## src/rtl/ll_pdu_receiver_pkg.sv

```systemverilog
// ll_pdu_receiver_pkg
// Shared types and constants for the BLE link-layer PDU receive path.
//   ble_rx_state_t   : receiver FSM states (encoding is visible on fsm_state)
//   BLE_CRC24_POLY   : CRC-24 tap mask, x^24 implicit
//   BLE_PDU_HDR_BITS : PDU header length in bits
//   keep_mask()      : byte-valid mask from the index of the last byte in a word
package ll_pdu_receiver_pkg;

    typedef enum logic [2:0] {
        IDLE    = 3'd0,
        HEADER  = 3'd1,
        PAYLOAD = 3'd2,
        CRC     = 3'd3,
        DONE    = 3'd4
    } ble_rx_state_t;

    localparam logic [23:0] BLE_CRC24_POLY   = 24'h00065B;
    localparam int unsigned BLE_PDU_HDR_BITS = 16;

    function automatic logic [3:0] keep_mask(input logic [1:0] last_byte);
        logic [3:0] m;
        case (last_byte)
            2'd0:    m = 4'b0001;
            2'd1:    m = 4'b0011;
            2'd2:    m = 4'b0111;
            default: m = 4'b1111;
        endcase
        return m;
    endfunction

endpackage

```

## src/rtl/ll_pdu_receiver_crc24_lfsr.sv

```systemverilog
// crc24_lfsr
// Bit-serial CRC-24 generator, shared by the TX and RX PDU chains.
// Ports:
//   i_clk  : clock
//   i_rst  : synchronous active-high reset (register cleared)
//   i_load : load i_seed (priority over i_step)
//   i_seed : LFSR seed
//   i_step : advance one bit using i_bit
//   i_bit  : data bit
//   o_crc  : current LFSR contents
module crc24_lfsr
    import ll_pdu_receiver_pkg::*;
#(
    parameter logic [23:0] POLY = BLE_CRC24_POLY
) (
    input  logic        i_clk,
    input  logic        i_rst,
    input  logic        i_load,
    input  logic [23:0] i_seed,
    input  logic        i_step,
    input  logic        i_bit,
    output logic [23:0] o_crc
);

    logic [23:0] r_crc;
    logic        w_fb;

    assign w_fb  = i_bit ^ r_crc[23];
    assign o_crc = r_crc;

    always_ff @(posedge i_clk) begin
        if (i_rst) begin
            r_crc <= '0;
        end else if (i_load) begin
            r_crc <= i_seed;
        end else if (i_step) begin
            r_crc <= {r_crc[22:0], 1'b0} ^ (w_fb ? POLY : 24'h000000);
        end
    end

endmodule

```

## src/rtl/ll_pdu_receiver.sv

```systemverilog
// ll_pdu_receiver
// Receives the serial LSB-first bit stream following an access address,
// parses the 16-bit PDU header, packs the payload into 32-bit little-endian
// words and checks the CRC-24.
// Build option: define LL_RX_DEWHITEN_EN to de-whiten the incoming stream
// with a channel-seeded 7-bit LFSR (adds input whitening_enabled).
// Ports:
//   aclk, areset           : clock, synchronous active-high reset
//   restart                : arm for a new packet (aborts any packet in flight)
//   channel, crc_init      : whitening seed / CRC seed, sampled on restart
//   input_tdata/tvalid/tready            : serial bit input
//   header, event_header   : parsed header and its one-cycle strobe
//   payload_tdata/tkeep/tvalid/tready/tlast : packed payload stream
//   event_end, crc_ok, len_err : packet completion strobe and status
//   fsm_state              : current FSM state for debug
module ll_pdu_receiver
    import ll_pdu_receiver_pkg::*;
#(
    parameter int unsigned MAX_PAYLOAD_LEN = 255,
    parameter logic [23:0] CRC_POLY        = BLE_CRC24_POLY
) (
    input  logic        aclk,
    input  logic        areset,
    input  logic        restart,
    input  logic [5:0]  channel,
    input  logic [23:0] crc_init,
`ifdef LL_RX_DEWHITEN_EN
    input  logic        whitening_enabled,
`endif
    input  logic        input_tdata,
    input  logic        input_tvalid,
    output logic        input_tready,
    output logic [15:0] header,
    output logic        event_header,
    output logic [31:0] payload_tdata,
    output logic [3:0]  payload_tkeep,
    output logic        payload_tvalid,
    input  logic        payload_tready,
    output logic        payload_tlast,
    output logic        event_end,
    output logic        crc_ok,
    output logic        len_err,
    output logic [2:0]  fsm_state
);

    ble_rx_state_t r_state, w_state_nxt;
    logic [10:0] r_bitcnt;
    logic [7:0]  r_len;
    logic [15:0] r_hdr_sr, r_header, w_hdr_nxt;
    logic [31:0] r_fill, r_out_data, w_fill_nxt;
    logic [3:0]  r_fill_keep, r_out_keep, w_keep;
    logic        r_fill_full, r_fill_last, r_out_valid, r_out_last;
    logic        r_match, r_evt_hdr, r_evt_end, r_crc_ok, r_len_err;
    logic [23:0] w_crc;
    logic [4:0]  w_crc_idx;
    logic        w_acc, w_bit, w_ready, w_hdr_done, w_len_abort, w_pay_last;
    logic        w_word_done, w_crc_last, w_out_free, w_pending, w_match_nxt;
    logic        w_evt_end;

`ifdef LL_RX_DEWHITEN_EN
    // r_wh[i] holds LFSR position i; position 6 is the whitening output.
    logic [6:0] r_wh;
    always_ff @(posedge aclk) begin
        if (areset) begin
            r_wh <= '0;
        end else if (restart) begin
            r_wh <= {channel[0], channel[1], channel[2], channel[3],
                     channel[4], channel[5], 1'b1};
        end else if (w_acc) begin
            r_wh <= {r_wh[5:4], r_wh[3] ^ r_wh[6], r_wh[2:0], r_wh[6]};
        end
    end
    assign w_bit = input_tdata ^ (whitening_enabled & r_wh[6]);
`else
    logic w_unused_channel;
    assign w_unused_channel = ^channel;
    assign w_bit = input_tdata;
`endif

    // PAYLOAD keeps accepting while one word waits downstream; it only
    // stalls once a second completed word is parked in the fill register.
    assign w_ready     = (r_state == HEADER) || (r_state == CRC) ||
                         ((r_state == PAYLOAD) && !r_fill_full);
    assign w_acc       = input_tvalid && w_ready && !restart;
    assign w_hdr_nxt   = {w_bit, r_hdr_sr[15:1]};
    assign w_hdr_done  = w_acc && (r_state == HEADER) &&
                         (r_bitcnt == 11'(BLE_PDU_HDR_BITS - 1));
    assign w_len_abort = 32'(w_hdr_nxt[15:8]) > MAX_PAYLOAD_LEN;
    assign w_pay_last  = (r_bitcnt == ({r_len, 3'b000} - 11'd1));
    assign w_word_done = w_acc && (r_state == PAYLOAD) &&
                         ((r_bitcnt[4:0] == 5'd31) || w_pay_last);
    assign w_keep      = keep_mask(r_bitcnt[4:3]);
    assign w_crc_idx   = 5'd23 - r_bitcnt[4:0];
    assign w_crc_last  = w_acc && (r_state == CRC) && (r_bitcnt[4:0] == 5'd23);
    assign w_out_free  = !r_out_valid || payload_tready;
    // A word is still outstanding after this edge.
    assign w_pending   = r_fill_full || (r_out_valid && !payload_tready);
    assign w_match_nxt = r_match &&
                         !(w_acc && (r_state == CRC) && (w_bit != w_crc[w_crc_idx]));

    always_comb begin
        w_fill_nxt = r_fill;
        w_fill_nxt[r_bitcnt[4:0]] = w_bit;
    end

    crc24_lfsr #(.POLY(CRC_POLY)) u_crc (
        .i_clk  (aclk),
        .i_rst  (areset),
        .i_load (restart),
        .i_seed (crc_init),
        .i_step (w_acc && ((r_state == HEADER) || (r_state == PAYLOAD))),
        .i_bit  (w_bit),
        .o_crc  (w_crc)
    );

    always_ff @(posedge aclk) begin
        if (areset) r_state <= IDLE;
        else        r_state <= w_state_nxt;
    end

    always_comb begin
        w_state_nxt = r_state;
        w_evt_end   = 1'b0;
        case (r_state)
            HEADER: begin
                if (w_hdr_done) begin
                    if (w_len_abort) begin
                        w_state_nxt = IDLE;
                        w_evt_end   = 1'b1;
                    end else if (w_hdr_nxt[15:8] == 8'd0) begin
                        w_state_nxt = CRC;
                    end else begin
                        w_state_nxt = PAYLOAD;
                    end
                end
            end
            PAYLOAD: begin
                if (w_word_done && w_pay_last) w_state_nxt = CRC;
            end
            CRC: begin
                if (w_crc_last) begin
                    if (w_pending) begin
                        w_state_nxt = DONE;
                    end else begin
                        w_state_nxt = IDLE;
                        w_evt_end   = 1'b1;
                    end
                end
            end
            DONE: begin
                if (!w_pending) begin
                    w_state_nxt = IDLE;
                    w_evt_end   = 1'b1;
                end
            end
            default: ;
        endcase
        if (restart) begin
            w_state_nxt = HEADER;
            w_evt_end   = 1'b0;
        end
    end

    always_ff @(posedge aclk) begin
        if (areset || restart) begin
            r_bitcnt    <= '0;
            r_len       <= '0;
            r_hdr_sr    <= '0;
            r_header    <= '0;
            r_fill      <= '0;
            r_fill_keep <= '0;
            r_fill_last <= 1'b0;
            r_fill_full <= 1'b0;
            r_out_data  <= '0;
            r_out_keep  <= '0;
            r_out_last  <= 1'b0;
            r_out_valid <= 1'b0;
            r_match     <= 1'b1;
            r_evt_hdr   <= 1'b0;
            r_evt_end   <= 1'b0;
            r_crc_ok    <= 1'b0;
            r_len_err   <= 1'b0;
        end else begin
            r_evt_hdr <= w_hdr_done;
            r_evt_end <= w_evt_end;
            r_match   <= w_match_nxt;

            if (w_state_nxt != r_state) r_bitcnt <= '0;
            else if (w_acc)             r_bitcnt <= r_bitcnt + 11'd1;

            if (w_acc && (r_state == HEADER)) r_hdr_sr <= w_hdr_nxt;
            if (w_hdr_done) begin
                r_header <= w_hdr_nxt;
                r_len    <= w_hdr_nxt[15:8];
            end

            if (w_evt_end) begin
                r_len_err <= (r_state == HEADER);
                r_crc_ok  <= (r_state != HEADER) && w_match_nxt;
            end

            // A completed word goes straight to the output register when it
            // is free (or draining this cycle); otherwise it parks in r_fill.
            if (w_word_done) begin
                if (w_out_free) begin
                    r_out_data  <= w_fill_nxt;
                    r_out_keep  <= w_keep;
                    r_out_last  <= w_pay_last;
                    r_out_valid <= 1'b1;
                    r_fill      <= '0;
                end else begin
                    r_fill      <= w_fill_nxt;
                    r_fill_keep <= w_keep;
                    r_fill_last <= w_pay_last;
                    r_fill_full <= 1'b1;
                end
            end else begin
                if (w_acc && (r_state == PAYLOAD)) r_fill <= w_fill_nxt;
                if (r_fill_full && w_out_free) begin
                    r_out_data  <= r_fill;
                    r_out_keep  <= r_fill_keep;
                    r_out_last  <= r_fill_last;
                    r_out_valid <= 1'b1;
                    r_fill      <= '0;
                    r_fill_full <= 1'b0;
                end else if (r_out_valid && payload_tready) begin
                    r_out_valid <= 1'b0;
                end
            end
        end
    end

    assign input_tready   = w_ready;
    assign header         = r_header;
    assign event_header   = r_evt_hdr;
    assign payload_tdata  = r_out_data;
    assign payload_tkeep  = r_out_keep;
    assign payload_tvalid = r_out_valid;
    assign payload_tlast  = r_out_last;
    assign event_end      = r_evt_end;
    assign crc_ok         = r_crc_ok;
    assign len_err        = r_len_err;
    assign fsm_state      = r_state;

endmodule
```

## config.mk

```make
export PLATFORM = sky130hd
export DESIGN_NAME = ll_pdu_receiver
export DESIGN_NICKNAME = d
export VERILOG_FILES = /design/src/rtl/ll_pdu_receiver_pkg.sv /design/src/rtl/ll_pdu_receiver_crc24_lfsr.sv /design/src/rtl/ll_pdu_receiver.sv
export SDC_FILE = /design/constraint.sdc
export NUM_CORES = 1
export LEC_CHECK = 0
export ABC_CLOCK_PERIOD_IN_PS = 5500
export CORE_MARGIN = 2
export CORE_UTILIZATION = 25
export CTS_BUF_LIST = sky130_fd_sc_hd__clkbuf_16
export DETAILED_ROUTE_END_ITERATION = 8
export GPL_TIMING_DRIVEN = 0
export PLACE_DENSITY = 0.41
export SLEW_MARGIN = 40
export SYNTH_ARGS = -nofsm -noshare
export SYNTH_HDL_FRONTEND = slang
export SYNTH_SLANG_ARGS = --single-unit
```

## constraint.sdc

```tcl
create_clock -name aclk -period 5.5 [get_ports aclk]
set_input_delay 1.1 -clock aclk [delete_from_list [all_inputs] [get_ports aclk]]
set_output_delay 1.1 -clock aclk [all_outputs]
set_load 0.05 [all_outputs]
```

==> results.json <==
{
  "setup_viol": 0,
  "synth_area_mm2": 0.00744,
  "cts_resized": 0,
  "final_nets": 1066,
  "ys_ff_latch": 150,
  "postCtsSetupRepairBufs": 0,
  "yosysTopAreaCellShare_pct": 40.3,
  "startpoint_type": "input port",
  "drive_gt1_share_pct": 7.95,
  "ys_warn_count": 0,
  "clock_skew_ns": 0.0128,
  "syn_nets": 958,
  "rsz0062_at_grt": "no",
  "internal-power_mw": 1.73,
  "synth.area.top_cells": "dfxtp_1, a21oi_1, nand2_1",
  "crit_path_top_delay_cell": "clkbuf_1",
  "cp.arrival_ns": 4.02,
  "synthTopCellsByCount": "dfxtp_1, nand2_1, a21oi_1",
  "place_congestion": 0.766,
  "slew_headroom_pct": 43.8,
  "clk_latency_ns": 0.43,
  "slowest_delay_ns": 0.54,
  "fp.dieW_um": 177,
  "wirelength_um": 26700,
  "portBuffers": 89,
  "fmax_mhz": 267,
  "globalRouteOverflowTotal": 0,
  "dp_hpwl_um": 19500,
  "numCtsBuffers": 17,
  "first_pass_iters": 7,
  "final_antenna_net_count": 0,
  "pwr_density_cell_mw_per_mm2": 252,
  "status": "complete, no violations",
  "syn_inst": 912,
  "io_pins": 98,
  "yosysTopAreaCell": "dfxtp_1",
  "crit_chain": "clkdlybuf4s50_1, nor3b_2, and3_1, clkbuf_1, o21ai_2, nand2_1, clkbuf_1, a311oi_1",
  "diodes": 0,
  "synth_edf_count": 0,
  "cp_max_fo": 10,
  "grt_first_pass_wirelength_um": 41300,
  "sw_frac_of_total_pct": 26.6,
  "pwr-share-clk_pct": 47.5,
  "path_buf_inv": 3,
  "holdWs_ns": 0.455,
  "p_comb_share_pct": 5.6,
  "cp.required_ns": 5.78,
  "power_frac_seq_pct": 46.9,
  "start_util_pct": 25.3,
  "seq_area_mm2": 0.00300,
  "cts_tree": "built",
  "setup.worst_path.class": "input port to register",
  "rows": 63,
  "worst_pin_slew_ns": 0.842,
  "gr-usage-all-layers_pct": 17.3,
  "hold_viol_final": 0,
  "path_clk_slew_ns": 0.07,
  "vias": 7158,
  "ctsHoldBuffers": 0,
  "core_area_mm2": 0.0295,
  "p_sw_mw": 0.628,
  "min_path_type": "register to register",
  "async_reset_ff_share_pct": 0,
  "antenna_found_initial": 0,
  "die_y_um": 177,
  "post-route-period-util_pct": 68.0,
  "report.final.slew_viol_count": 0,
  "htree_levels": 4,
  "nFillCells": 3236,
  "syn_area_per_cell_um2": 8.16,
  "crit_family": "buffers and inverters",
  "drtIter0Drc": 464,
  "drv_cap": 0,
  "fin_crit_ns": 3.74,
  "clock_sinks": 150,
  "die-area_mm2": 0.0312,
  "areaGrowthSynthToFinish_pct": 25.9,
  "ys_seq_area_share_pct": 40.3,
  "grt_start_max_net_pins": 17,
  "setup.worst_path.end_class": "register",
  "ys_types": 63,
  "cpMostUsedCell": "clkbuf_1",
  "fin_total_pwr_mw": 2.36,
  "post-synth-top-count-cell": "dfxtp_1",
  "grt_pass1_vias": 7004,
  "leakage_nw": 3.09,
  "avgViaCountPerCell": 5.03,
  "clk_root_buffer_cell": "clkbuf_16",
  "tns_ns": 0,
  "ir_drop_uv": 151,
  "multi_input_area_mm2": 0.00399,
  "synth_flop_cell": "dfxtp_1",
  "wire_per_inst_um": 18.8,
  "cts_buffer_depth": 2,
  "drc": 0
}
==> per-layer routing <==
metal  part of all wire [%]  wire [um]  up-vias  global-route usage (%)
li1                       -          -     3545                       -
met1                     49      12900     3455                    23.9
met2                     47      12500      138                    28.3
met3                    3.4        897       20                    2.48
met4                    1.1        287        0                    3.86
met5                      0          0        -                       0
==> path summary, 6_finish.rpt <==
path	to	from	slack, ns	cells past startpoint
setup / recovery	payload_tdata[30]$_SDFFE_PP0P_	input_tvalid	1.76	8
hold / removal	header[3]$_SDFFE_PP0P_	header[3]$_SDFFE_PP0P_	0.46	2
setup reg to reg	payload_tdata[30]$_SDFFE_PP0P_	r_bitcnt[1]$_SDFFE_PP0N_	1.89	10
hold reg to reg	header[3]$_SDFFE_PP0P_	header[3]$_SDFFE_PP0P_	0.46	2
==> final cells by class <==
class | instances | area share, %
buffer | 85 | 4.46
timing repair buffer | 89 | 9.50
tap | 390 | 5.21
clock inverter | 14 | 1.25
sequential | 150 | 32.0
inverter | 11 | 0.440
multi-input combinational | 666 | 42.6
clock buffer | 17 | 4.54
==> power by group through the flow <==
stage,Clock [mW],Sequential (mW),Combinational (mW)
3_5_place_dp,0,1.13,0.132
2_1_floorplan,0,1.13,0.0757
3_3_place_gp,0,1.13,0.132
4_1_cts,1.15,1.11,0.133
6_report,1.12,1.11,0.132
5_1_grt,1.20,1.11,0.144
==> cells in the final DEF, fill, tap and decap left out, drive strengths merged, types with 17 or more instances in the layout <==
cell	n
nor2	44
inv	17
nor3	34
o21ai	42
buf	35
nand3	71
o31ai	19
dfxtp	150
a21oi	107
clkdlybuf4s50	89
clkbuf	67
nand2	115
==> per-stage QoR <==
stage | setup WS (ns) | util, % | instances | area (um^2)
6_report | 1.76 | 31.8 | 1422 | 9370
5_1_grt | 1.58 | 31.8 | 1422 | 9370
4_1_cts | 1.82 | 31.8 | 1422 | 9370
3_5_place_dp | 1.37 | 30.0 | 1391 | 8830
3_3_place_gp | 1.38 | 29.9 | 1391 | 8820
2_1_floorplan | 2.59 | - | 912 | 7440
==> worst register-to-register path: stages (launching register included) <==
cell,delay (ns)
dfxtp_1,0.42
ha_1,0.36
and3_1,0.29
ha_1,0.18
clkbuf_1,0.34
and3_1,0.22
clkbuf_1,0.44
o21ai_2,0.26
nand2_1,0.22
clkbuf_1,0.55
a311oi_1,0.18
==> flip-flops by register name, summed over array words and instances, names as in the netlist <==
signal,flops
r_match,1
payload_tlast,1
crc_ok,1
event_end,1
r_hdr_sr,15
r_fill_last,1
r_len,8
r_fill_full,1
u_crc.o_crc,24
header,8
r_fill,32
r_bitcnt,11
payload_tdata,32
fsm_state,3
r_fill_keep,4
payload_tkeep,4
len_err,1
payload_tvalid,1
event_header,1
==> cells by family (layout without fill, tap and decap cells) <==
group / count (synthesis) / after routing / synth area share (%)
xor gates and xnor gates: 25 / 25 / 3.14
muxes: 20 / 20 / 3.06
buffers and inverters: 96 / 216 / 6.17
DFF: 150 / 150 / 40.3
adders and majority gates: 10 / 10 / 1.68
and+or+nand+nor: 339 / 339 / 22.1
AOI/OAI and AO/OA: 272 / 272 / 23.5
Power figures use the tool's default switching activity.
